File: src/rtl/alu_cmd_driver.sv
// alu_cmd_driver: request/response front end for the combinational ALU.
// Latches one operation, runs it 1..16 times with the result fed back into
// operand A, and returns the final result with flags and a sticky carry.
//
// state | meaning
// ------+----------------------------------------------------------------
// IDLE  | ready for a request; ALU ports hold their last values
// EXEC  | one ALU iteration per cycle until the remaining count hits zero
// RESP  | response registered and presented until the consumer takes it
module alu_cmd_driver #(
  parameter int n = 8
) (
  input  logic         clk,
  input  logic         rst,
  input  logic         req_valid,
  output logic         req_ready,
  input  logic [2:0]   req_op,
  input  logic [n-1:0] req_a,
  input  logic [n-1:0] req_b,
  input  logic [3:0]   req_count,
  output logic [n-1:0] alu_a,
  output logic [n-1:0] alu_b,
  output logic [2:0]   alu_opcode,
  input  logic [n-1:0] alu_result,
  input  logic         alu_z,
  input  logic         alu_c_flag,
  input  logic         alu_c_out,
  output logic         rsp_valid,
  input  logic         rsp_ready,
  output logic [n-1:0] rsp_result,
  output logic         rsp_z,
  output logic         rsp_c_flag,
  output logic         rsp_c_out,
  output logic [4:0]   rsp_iters,
  output logic [15:0]  done_count
);

  typedef enum logic [1:0] {
    IDLE = 2'd0,
    EXEC = 2'd1,
    RESP = 2'd2
  } state_t;

  state_t      state;
  state_t      state_nxt;
  logic [3:0]  remaining;
  logic [4:0]  iter_cnt;
  logic        sticky_c;
  logic [4:0]  iter_inc;
  logic        sticky_inc;

  // Iteration count and sticky carry including the ALU output of this cycle.
  always_comb begin
    iter_inc   = iter_cnt + 5'd1;
    sticky_inc = sticky_c | alu_c_out;
  end

  // State register.
  always_ff @(posedge clk) begin
    if (rst) state <= IDLE;
    else     state <= state_nxt;
  end

  // Next-state decode.
  always_comb begin
    state_nxt = state;
    case (state)
      IDLE:    if (req_valid)         state_nxt = EXEC;
      EXEC:    if (remaining == 4'd0) state_nxt = RESP;
      RESP:    if (rsp_ready)         state_nxt = IDLE;
      default:                        state_nxt = IDLE;
    endcase
  end

  // Handshake outputs decoded from the state register.
  always_comb begin
    req_ready = (state == IDLE);
    rsp_valid = (state == RESP);
  end

  // Operand latch, feedback iteration, response capture and completion count.
  always_ff @(posedge clk) begin
    if (rst) begin
      alu_a      <= '0;
      alu_b      <= '0;
      alu_opcode <= '0;
      remaining  <= '0;
      iter_cnt   <= '0;
      sticky_c   <= 1'b0;
      rsp_result <= '0;
      rsp_z      <= 1'b0;
      rsp_c_flag <= 1'b0;
      rsp_c_out  <= 1'b0;
      rsp_iters  <= '0;
      done_count <= '0;
    end else begin
      case (state)
        IDLE: begin
          if (req_valid) begin
            alu_opcode <= req_op;
            alu_a      <= req_a;
            alu_b      <= req_b;
            remaining  <= req_count;
            iter_cnt   <= '0;
            sticky_c   <= 1'b0;
          end
        end
        EXEC: begin
          sticky_c <= sticky_inc;
          iter_cnt <= iter_inc;
          if (remaining != 4'd0) begin
            alu_a     <= alu_result;
            remaining <= remaining - 4'd1;
          end else begin
            rsp_result <= alu_result;
            rsp_z      <= alu_z;
            rsp_c_flag <= alu_c_flag;
            rsp_c_out  <= sticky_inc;
            rsp_iters  <= iter_inc;
          end
        end
        RESP: begin
          if (rsp_ready) done_count <= done_count + 16'd1;
        end
        default: begin
        end
      endcase
    end
  end

endmodule

File: config.mk
export PLATFORM = sky130hd
export DESIGN_NAME = alu_cmd_driver
export DESIGN_NICKNAME = d
export VERILOG_FILES = /design/src/rtl/alu_cmd_driver.sv
export SDC_FILE = /design/constraint.sdc
export NUM_CORES = 1
export LEC_CHECK = 0
export BUFFER_PORTS_ARGS = -buffer_cell sky130_fd_sc_hd__buf_4
export CAP_MARGIN = 20
export CORE_AREA = 8 8 81 83
export DETAILED_ROUTE_END_ITERATION = 12
export DIE_AREA = 0 0 89 91
export PLACE_DENSITY = 0.9
export SYNTH_ARGS = -nofsm -noshare
export SYNTH_HDL_FRONTEND = slang
export SYNTH_SLANG_ARGS = --single-unit
File: constraint.sdc
create_clock -name clk -period 3.45 [get_ports clk]
set_input_delay 0.69 -clock clk [delete_from_list [all_inputs] [get_ports clk]]
set_output_delay 0.69 -clock clk [all_outputs]
set_load 0.01 [all_outputs]
======== Word level (Yosys, flattened, before mapping) ========
Index checks and enable logic that the tools add are counted.
word-level totals
  flip-flop bits (word level) ............. 63
  bits of input ports ..................... 38
  word-level logic and storage cells ...... 48
  output and inout port bits .............. 53
operators by class
  bitwise logic cells ..................... 2
  mux-type cells .......................... 14
  equal/unequal tests ..................... 6
  reductions and logical operators ........ 10
  $add $sub $neg .......................... 3
operators by type and width
  cell                                                    number
  adder 16 x 1 -> 16 bit (second input constant)          1
  2-to-1 mux 8 bit                                        2
  one-hot mux 8 bit (2 select lines)                      1
  one-hot mux 5 bit (2 select lines)                      1
  2-to-1 mux 4 bit                                        2
  one-hot mux 4 bit (2 select lines)                      1
  AND reduction 2 bit                                     4
  2-to-1 mux 2 bit                                        3
  inequality test 2 bit (second input constant)           3
  one-hot mux 2 bit (3 select lines)                      1
  AND reduction 3 bit                                     2
  adder 5 x 1 -> 5 bit (second input constant)            1
  2-to-1 mux 5 bit                                        1
  zero test 4 bit                                         1
  nonzero test 4 bit                                      1
  subtractor 4 x 1 -> 4 bit (second input constant)       1
  equality test 2 x 1 -> 1 bit (second input constant)    1
  equality test 2 bit (second input constant)             1
  zero test 2 bit                                         1
  inequality test 2 x 1 -> 1 bit (second input constant)  1
  one-hot mux 1 bit (2 select lines)                      1
  nonzero test 2 bit                                      1
  2-to-1 mux 1 bit                                        1
  NOT 1 bit                                               1
  bitwise OR 1 bit                                        1

======== Logic depth before layout (Yosys ltp) ========
Gate-level depths: netlist of run 1.
  depth in word-level cells ............... 3
  gate-level depth with buffers ........... 8

======== Worst setup path before layout of run 1 ========
No wires, ideal clock.
  path kind ............................... input to register
  from .................................... input port rsp_ready
  to ...................................... register done_count[15]
  path buffers ............................ 0
  arrival ................................. 1.429 ns
  setup time .............................. 0.123 ns
  setup slack ............................. 1.897 ns
  stages .................................. 4
  path through ............................ nand3_1 > nor2_4 > nand4_1 > mux2_1
between the ends
  longest elaborated chain between the ends .. 1
ends and longest elaborated chain
  what                                  line  source
  from (decl)                           29    input logic rsp_ready,
  AND reduction 2 bit (no source line)  n/a
  to (signal assigned)                  123   if (rsp_ready) done_count <= done_count + 16'd1;
  to (decl)                             35    output logic [15:0] done_count
Every way passes these cells.
A chain may end at the register's enable or synchronous reset.

======== Worst setup path in the final report of run 1 ========
  from .................................... register state[0]
  to ...................................... register rsp_iters[2]
between the ends
  longest elaborated chain between the ends .. 2
ends and longest elaborated chain
  what                                  line  source
  from (decl)                           44    state_t state;
  from (signal assigned)                61    else state <= state_nxt;
  equality test 2 x 1 -> 1 bit          97    case (state)
  AND reduction 2 bit (no source line)  n/a
  to (signal assigned)                  119   rsp_iters <= iter_inc;
  to (decl)                             34    output logic [4:0] rsp_iters,
Every way passes these cells.

==> results of run 1 <==
routing by layer:
metal,GRT usage,vias up
li1,-,1255
met1,0.209,1148
met2,0.275,90
met3,0.0586,20
met4,0.101,0
met5,0,-
worst max-delay path: cells and delay by family, from the launching register on:
family | cells | cell delay, ps
AND/OR/NAND/NOR | 3 | 1320
flip-flops | 1 | 570
AO/OA/AOI/OAI | 1 | 220
cells by family (layout without fill, tap and decap cells):
| logic type | Yosys count | count (layout) |
|---|---|---|
| multiplexers | 4 | 4 |
| AO/OA/AOI/OAI | 57 | 57 |
| adder cells (fa/ha/maj) | 3 | 3 |
| AND/OR/NAND/NOR | 158 | 158 |
| XOR/XNOR | 13 | 13 |
| flip-flops | 63 | 63 |
| buffers and inverters | 26 | 112 |
worst max path at each step:
| stage | from | endpoint | slack [ps] | cells past startpoint |
|---|---|---|---|---|
| 2_1_floorplan | rsp_ready | done_count[15]$_SDFFE_PP0P_ | 1900 | 4 |
| 3_3_place_gp | state[0]$_SDFFE_PP0P_ | rsp_iters[0]$_SDFFE_PP0P_ | 1390 | 4 |
| 3_5_place_dp | state[0]$_SDFFE_PP0P_ | rsp_iters[2]$_SDFFE_PP0P_ | 1290 | 4 |
| 4_1_cts | state[1]$_SDFFE_PP0P_ | rsp_valid | 1260 | 2 |
| 5_1_grt | state[0]$_SDFFE_PP0P_ | rsp_iters[2]$_SDFFE_PP0P_ | 1080 | 4 |
| 6_report | state[0]$_SDFFE_PP0P_ | rsp_iters[2]$_SDFFE_PP0P_ | 1260 | 4 |
sequential cells by signal (all words and copies together), names as in the netlist:
signal      count
iter_cnt        5
alu_a           8
done_count     16
rsp_result      8
alu_b           8
sticky_c        1
rsp_iters       5
remaining       4
state           2
rsp_c_out       1
rsp_c_flag      1
alu_opcode      3
rsp_z           1
power by group through the flow:
stage          Combinational (mW)  Clock (mW)  Sequential (mW)
4_1_cts                     0.414       0.584            0.848
3_5_place_dp                0.411           0            0.863
6_report                    0.412       0.570            0.848
2_1_floorplan               0.250           0            0.873
5_1_grt                     0.454       0.617            0.858
3_3_place_gp                0.400           0            0.861
final cells by class:
class	instances	area, µm²	share of cell area
tap	72	90.1	0.0253
timing repair buffer	90	676	0.190
inverter	7	26.3	0.00739
multi-input combinational	235	1330	0.373
clock buffer	15	176	0.0496
sequential	63	1260	0.355
cells in the mapped netlist, types with 2 or more instances:
library cell | count | area, µm²
nand2_1 | 72 | 270
dfxtp_1 | 63 | 1260
nor2_1 | 38 | 143
a21oi_1 | 35 | 175
nand3_1 | 11 | 55.1
xnor2_1 | 10 | 87.6
a311oi_1 | 8 | 70.1
buf_2 | 8 | 40.0
nor3_1 | 8 | 40.0
inv_1 | 7 | 26.3
nor2b_1 | 6 | 37.5
clkbuf_1 | 5 | 18.8
nand2b_1 | 4 | 25.0
a211oi_1 | 3 | 22.5
and2_1 | 3 | 18.8
buf_4 | 3 | 22.5
buf_6 | 3 | 33.8
ha_1 | 3 | 37.5
mux2_1 | 3 | 33.8
nand4_1 | 3 | 18.8
xor2_1 | 3 | 26.3
a31o_2 | 2 | 17.5
and3_1 | 2 | 12.5
nor3b_1 | 2 | 15.0
nor4_2 | 2 | 25.0
o21ai_0 | 2 | 10.0
==> impl_metrics.csv, run 1 <==
group,metric,value,unit
clock_network,cts_root_buffer,"clkbuf_8",
yosys,synth-xor-area-share,0.0417,
clock_network,clk_latency,330,ps
route,firstDrtPassIters,6,
final_layout,area_delta_synth_final,30.3,%
final_layout,final_cell_mix,"buf_4 (90), nand2_1 (72), dfxtp_1 (63)",
clock_network,h-tree-depth,3,
job,drv_cap,0,
yosys,synthArstFlopShare,0,
worst_setup_path,crit_arrival,2430,ps
timing,finalWorstPathRequiredPeriod,2190,ps
grt,grt_pass1_vias,2445,
pwr,vdd_drop_max,0.331,mV
timing,worstMarginPinSlew,680,ps
grt,grt_pass1_wl,11500,µm
timing,fin_skew,4.61,ps
route,route.met2.wl,3400,µm
timing,setup_viol,0,
route,wl_per_cell,14.6,µm
route,top_layer,"met4",
timing,tns,0,ps
yosys,synth_compound_area_frac,0.138,
worst_hold_path,hold_path.class,"flip-flop to flip-flop",
pwr,totalPowerFinal,1.83,mW
worst_setup_path,rr_endpoint,"rsp_iters[2]$_SDFFE_PP0P_",
worst_setup_path,timing.rr.start,"state[0]$_SDFFE_PP0P_",
yosys,synth.avg_cell_area,8.43,µm²
final_layout,final_common_cell,"buf_4",
worst_hold_path,hold_end,"rsp_result[5]$_SDFFE_PP0P_",
route,wl_met1,2900,µm
yosys,synth-adder-area-share,0.0137,
route,drc,0,
place,pre_cts_ws,1290,ps
pwr,p_int,1.30,mW
yosys,synthMuxAreaShare,0.0160,
route,viasPerCell,5.21,
worst_setup_path,worstPathMaxFanout,18,
place,gp_congestion,0.844,
final_layout,final_util,0.666,
floorplanning,core_area,0.00534,mm²
grt,grt_max_degree,68,
yosys,synth_cell_types,41,
clock_network,clock_path_buffers,2,
place,io_buffers,90,
yosys,synth-simple-area-share,0.276,
worst_setup_path,cp-end-kind,"flip-flop",
yosys,synth-seq-cells,63,
route,route.met3.wl,516,µm
yosys,synth_nets,365,
clock_network,cts_hold_buf,0,
floorplanning,top_level_ports,91,
worst_setup_path,worst-setup-path-type,"flip-flop to flip-flop",
yosys,yosysWarnings,0,
floorplanning,rows,27,
timing,rsz0062_at_grt,"no",
yosys,synth-edff-count,0,
grt,grt.overflow.total,0,
worst_setup_path,max_stage_delay,640,ps
timing,fmax,0.458,GHz
yosys,ys_seq_area_frac,0.462,
route,drt_iter0_markers,185,
clock_network,clk_pin_slew,60,ps
clock_network,cts_resized,0,
yosys,synth_top_family_by_area,"simple AND/OR/NAND/NOR gates",
timing,whs,456,ps
worst_setup_path,slowest_stage,"and2_1",
clock_network,cts_buffers,9,
worst_hold_path,min_path_cells,2,
timing,fin_ws,1260,ps
grt,grt_use_total,0.178,
pwr,switching_share,0.291,
pwr,power.share.clock,0.311,
timing,slew_headroom,0.546,
route,via_count,2513,
clock_network,cts_tree,"built",
yosys,netlist_area,0.00273,mm²
floorplanning,start_util,0.511,
worst_hold_path,worstHoldStart,"rsp_result[5]$_SDFFE_PP0P_",
place,dp.cells,467,
final_layout,fillCellCount,470,
pwr,combPwrFrac,0.225,
yosys,syn-instance-count,324,
place,dp_hpwl,5130,µm
worst_setup_path,start_kind,"flip-flop",
floorplanning,die_area,0.00810,mm²
timing,post-route-period-util,0.633,
pwr,p_switching,0.533,mW
pwr,seqPwrFrac,0.464,
final_layout,diodes,0,
pwr,power_density,514,mW/mm²
final_layout,stdcell_count,482,
clock_network,cts_setup_buffers,0,
yosys,ys.flop_type,"dfxtp_1",
worst_setup_path,rrSetupSlack,1260,ps
worst_setup_path,r2r_cells,4,
worst_setup_path,required,3700,ps
floorplanning,die_x,89,µm
worst_setup_path,path_cells,"nor2b_2 -> and2_1 -> nor2_1 -> a211oi_2",
clock_network,clock_sinks,63,
run_status,status,"completed",
final_layout,nets,447,
timing,drv_slew,0,
route,ant_nets,0,
floorplanning,die_h,91,µm
final_layout,fin_area,0.00356,mm²
place,dpl_cell_area,0.00338,mm²
pwr,leakage,1.51,nW
timing,hold_violations,0,
route,wirelength,7050,µm
grt,antenna_found_initial,0,
final_layout,drive_gt1_frac,0.283,
No activity file was read; power rests on OpenSTA's default activity.
==> run 2, diff against run 1 <==
==> config.mk (replaced) <==
export PLATFORM = sky130hd
export DESIGN_NAME = alu_cmd_driver
export DESIGN_NICKNAME = d
export VERILOG_FILES = /design/src/rtl/alu_cmd_driver.sv
export SDC_FILE = /design/constraint.sdc
export NUM_CORES = 1
export LEC_CHECK = 0
export ABC_AREA = 1
export BUFFER_PORTS_ARGS = -buffer_cell sky130_fd_sc_hd__buf_4
export CAP_MARGIN = 20
export CORE_AREA = 8 8 87 89
export DETAILED_ROUTE_END_ITERATION = 12
export DIE_AREA = 0 0 95 97
export PLACE_DENSITY = 0.82
export SYNTH_ARGS = -nofsm -noshare
export SYNTH_HDL_FRONTEND = slang
export SYNTH_SLANG_ARGS = --single-unit
==> constraint.sdc (replaced) <==
create_clock -name clk -period 2 [get_ports clk]
set_input_delay 0.4 -clock clk [delete_from_list [all_inputs] [get_ports clk]]
set_output_delay 0.4 -clock clk [all_outputs]
set_load 0.01 [all_outputs]
==> run 2 against run 1 <==
Against the previous run: clock-buffer cell count decreased by 5; critical endpoint is now rsp_result[7]$_SDFFE_PP0P_; worst hold slack worse by 160 ps; cell area up 1.4%; clock power grew 91%; critical path type unchanged; non-clock buffer count is 4 higher; synthesized area down 1.6%.
==> impl_metrics.csv, run 2 <==
group,metric,value,unit
yosys,ys.flop_type,"dfxtp_1",
final_layout,nets,489,
yosys,synth_cell_types,30,
floorplanning,die_area,0.00922,mm²
yosys,synth-seq-cells,63,
floorplanning,start_util,0.433,
worst_hold_path,worstHoldStart,"alu_z",
final_layout,drive_gt1_frac,0.274,
clock_network,cts_setup_buffers,0,
timing,whs,291,ps
clock_network,cts_hold_buf,0,
clock_network,clock_sinks,63,
yosys,ys_seq_area_frac,0.470,
clock_network,clk_pin_slew,70,ps
place,gp_congestion,0.807,
worst_setup_path,cp-end-kind,"flip-flop",
yosys,syn-instance-count,358,
grt,grt.overflow.total,0,
yosys,yosysTopAreaCell,"dfxtp_1",
place,dp_hpwl,5210,µm
worst_setup_path,r2r_cells,7,
worst_setup_path,crit_arrival,1920,ps
timing,worstMarginPinSlew,397,ps
final_layout,ff_latch_area,0.00126,mm²
yosys,synth-edff-count,0,
yosys,netlist_area,0.00269,mm²
job,drv_cap,0,
timing,post-route-period-util,0.835,
final_layout,multi_input_area,0.00124,mm²
pwr,combPwrFrac,0.212,
worst_hold_path,hold_path.class,"input port to flip-flop",
clock_network,h-tree-depth,3,
route,drt_iter0_markers,147,
floorplanning,top_level_ports,91,
pwr,switching_share,0.297,
final_layout,final_common_cell,"buf_4",
clock_network,clk_latency,330,ps
grt,grt_use_total,0.154,
final_layout,diodes,0,
place,io_buffers,90,
route,via_count,2583,
timing,slew_headroom,0.735,
final_layout,area_delta_synth_final,34.3,%
yosys,yosysTopAreaCellShare,0.470,
timing,finalWorstPathRequiredPeriod,1670,ps
floorplanning,die_h,97,µm
route,wl_per_cell,13.2,µm
final_layout,final_util,0.581,
yosys,synth_area_leaders,"dfxtp_1 (47%), nor2_1 (11%), nand2_1 (8.4%)",
yosys,synth_nets,399,
worst_setup_path,worstPathMaxFanout,19,
timing,tns,0,ps
yosys,synthArstFlopShare,0,
worst_setup_path,required,2250,ps
yosys,synth.avg_cell_area,7.50,µm²
grt,antenna_found_initial,0,
final_layout,fin_area,0.00361,mm²
clock_network,cts_buffers,9,
route,drc,0,
worst_setup_path,rrSetupSlack,330,ps
pwr,vdd_drop_max,0.523,mV
final_layout,largest_register,"done_count",
run_status,status,"completed",
grt,grt_pass1_wl,11600,µm
floorplanning,rows,29,
pwr,power_density,894,mW/mm²
route,ant_nets,0,
yosys,synth_common_cells,"nor2_1 (81), dfxtp_1 (63), nand2_1 (60)",
final_layout,largest_reg_flops,16,
pwr,seqPwrFrac,0.449,
route,firstDrtPassIters,5,
clock_network,cts_resized,0,
worst_setup_path,start_kind,"flip-flop",
worst_setup_path,timing.rr.start,"state[0]$_SDFFE_PP0P_",
timing,rsz0062_at_grt,"no",
timing,hold_violations,0,
worst_setup_path,crit_end,"rsp_result[7]$_SDFFE_PP0P_",
timing,setup_viol,0,
pwr,p_switching,0.958,mW
pwr,p_int,2.26,mW
final_layout,fillCellCount,573,
grt,grt_max_degree,25,
worst_setup_path,crit_path_start,"state[0]$_SDFFE_PP0P_",
place,dpl_cell_area,0.00341,mm²
pwr,totalPowerFinal,3.22,mW
pwr,power.share.clock,0.339,
clock_network,clock_path_buffers,2,
timing,drv_slew,0,
worst_setup_path,rr_endpoint,"rsp_result[7]$_SDFFE_PP0P_",
timing,fin_skew,10.1,ps
floorplanning,die_x,95,µm
timing,fmax,0.599,GHz
clock_network,cts_root_buffer,"clkbuf_8",
final_layout,final_cell_mix,"buf_4 (94), nor2_1 (81), dfxtp_1 (63)",
yosys,yosysWarnings,0,
worst_setup_path,worst-setup-path-type,"flip-flop to flip-flop",
pwr,leakage,1.65,nW
clock_network,cts_tree,"built",
yosys,synth.most_common_cell,"nor2_1",
floorplanning,core_area,0.00620,mm²
route,wirelength,7010,µm
route,viasPerCell,4.87,
grt,grt_pass1_vias,2577,
[run 2: changes by cell type after synthesis, sizes merged, moves of 9 or more]
cell | previous run | this run
nor2 | 40 | 86
xnor2 | 10 | 1
a21oi | 36 | 19
nand2 | 72 | 61
inv | 7 | 27
o21ai | 2 | 38
[run 2: per-layer routing]
metal / track usage / part of all wire / up-vias
met4: 0.0649 / 0.011 / 0
met2: 0.249 / 0.47 / 80
met1: 0.173 / 0.44 / 1165
met3: 0.0603 / 0.081 / 8
met5: 0 / 0 / -
li1: - / - / 1330
[run 2: worst min-delay path by stage]
stage,to,slack (ps),depth (start not counted)
2_1_floorplan,sticky_c$_SDFFE_PP0P_,440,2
3_3_place_gp,sticky_c$_SDFFE_PP0P_,450,2
3_5_place_dp,sticky_c$_SDFFE_PP0P_,460,2
4_1_cts,rsp_z$_SDFFE_PP0P_,280,3
5_1_grt,rsp_z$_SDFFE_PP0P_,270,3
6_report,rsp_z$_SDFFE_PP0P_,290,3
[run 2: kinds of logic after synthesis]
family                   Yosys count  share of synthesized area
AND/OR/NAND/NOR                  177                      0.289
AO/OA/AOI/OAI                     67                      0.141
flip-flops                        63                      0.470
buffers and inverters             42                     0.0671
XOR/XNOR                           6                     0.0196
adder cells (fa/ha/maj)            3                     0.0140
[run 2: area by class of cell]
type                            instances  area share
Inverter                               27      0.0281
Sequential cell                        63       0.350
Clock inverter                          6      0.0194
Tap cell                               77      0.0267
Clock buffer                           10      0.0354
Timing Repair Buffer                   94       0.196
Multi-Input combinational cell        253       0.345
[run 2: critical path: stages, from the launching register on]
cell and delay (ps):
dfxtp_1 360, inv_2 70, nor2_4 320, inv_2 230
nor2_4 150, buf_4 230, nor2_1 60, a211oi_1 160
[run 2: power groups by stage]
stage | combinational (mW) | clock [mW] | sequential, mW
detailed placement | 0.687 | 0 | 1.48
global route | 0.763 | 1.19 | 1.46
CTS | 0.689 | 1.12 | 1.45
finish | 0.683 | 1.09 | 1.45
global placement | 0.668 | 0 | 1.47
floorplan | 0.358 | 0 | 1.51
[run 2: stage by stage]
stage | cells | setup slack, ps
floorplan | 358 | 694
global placement | 514 | 427
detailed placement | 514 | 344
CTS | 530 | 326
global route | 530 | 142
finish | 530 | 330
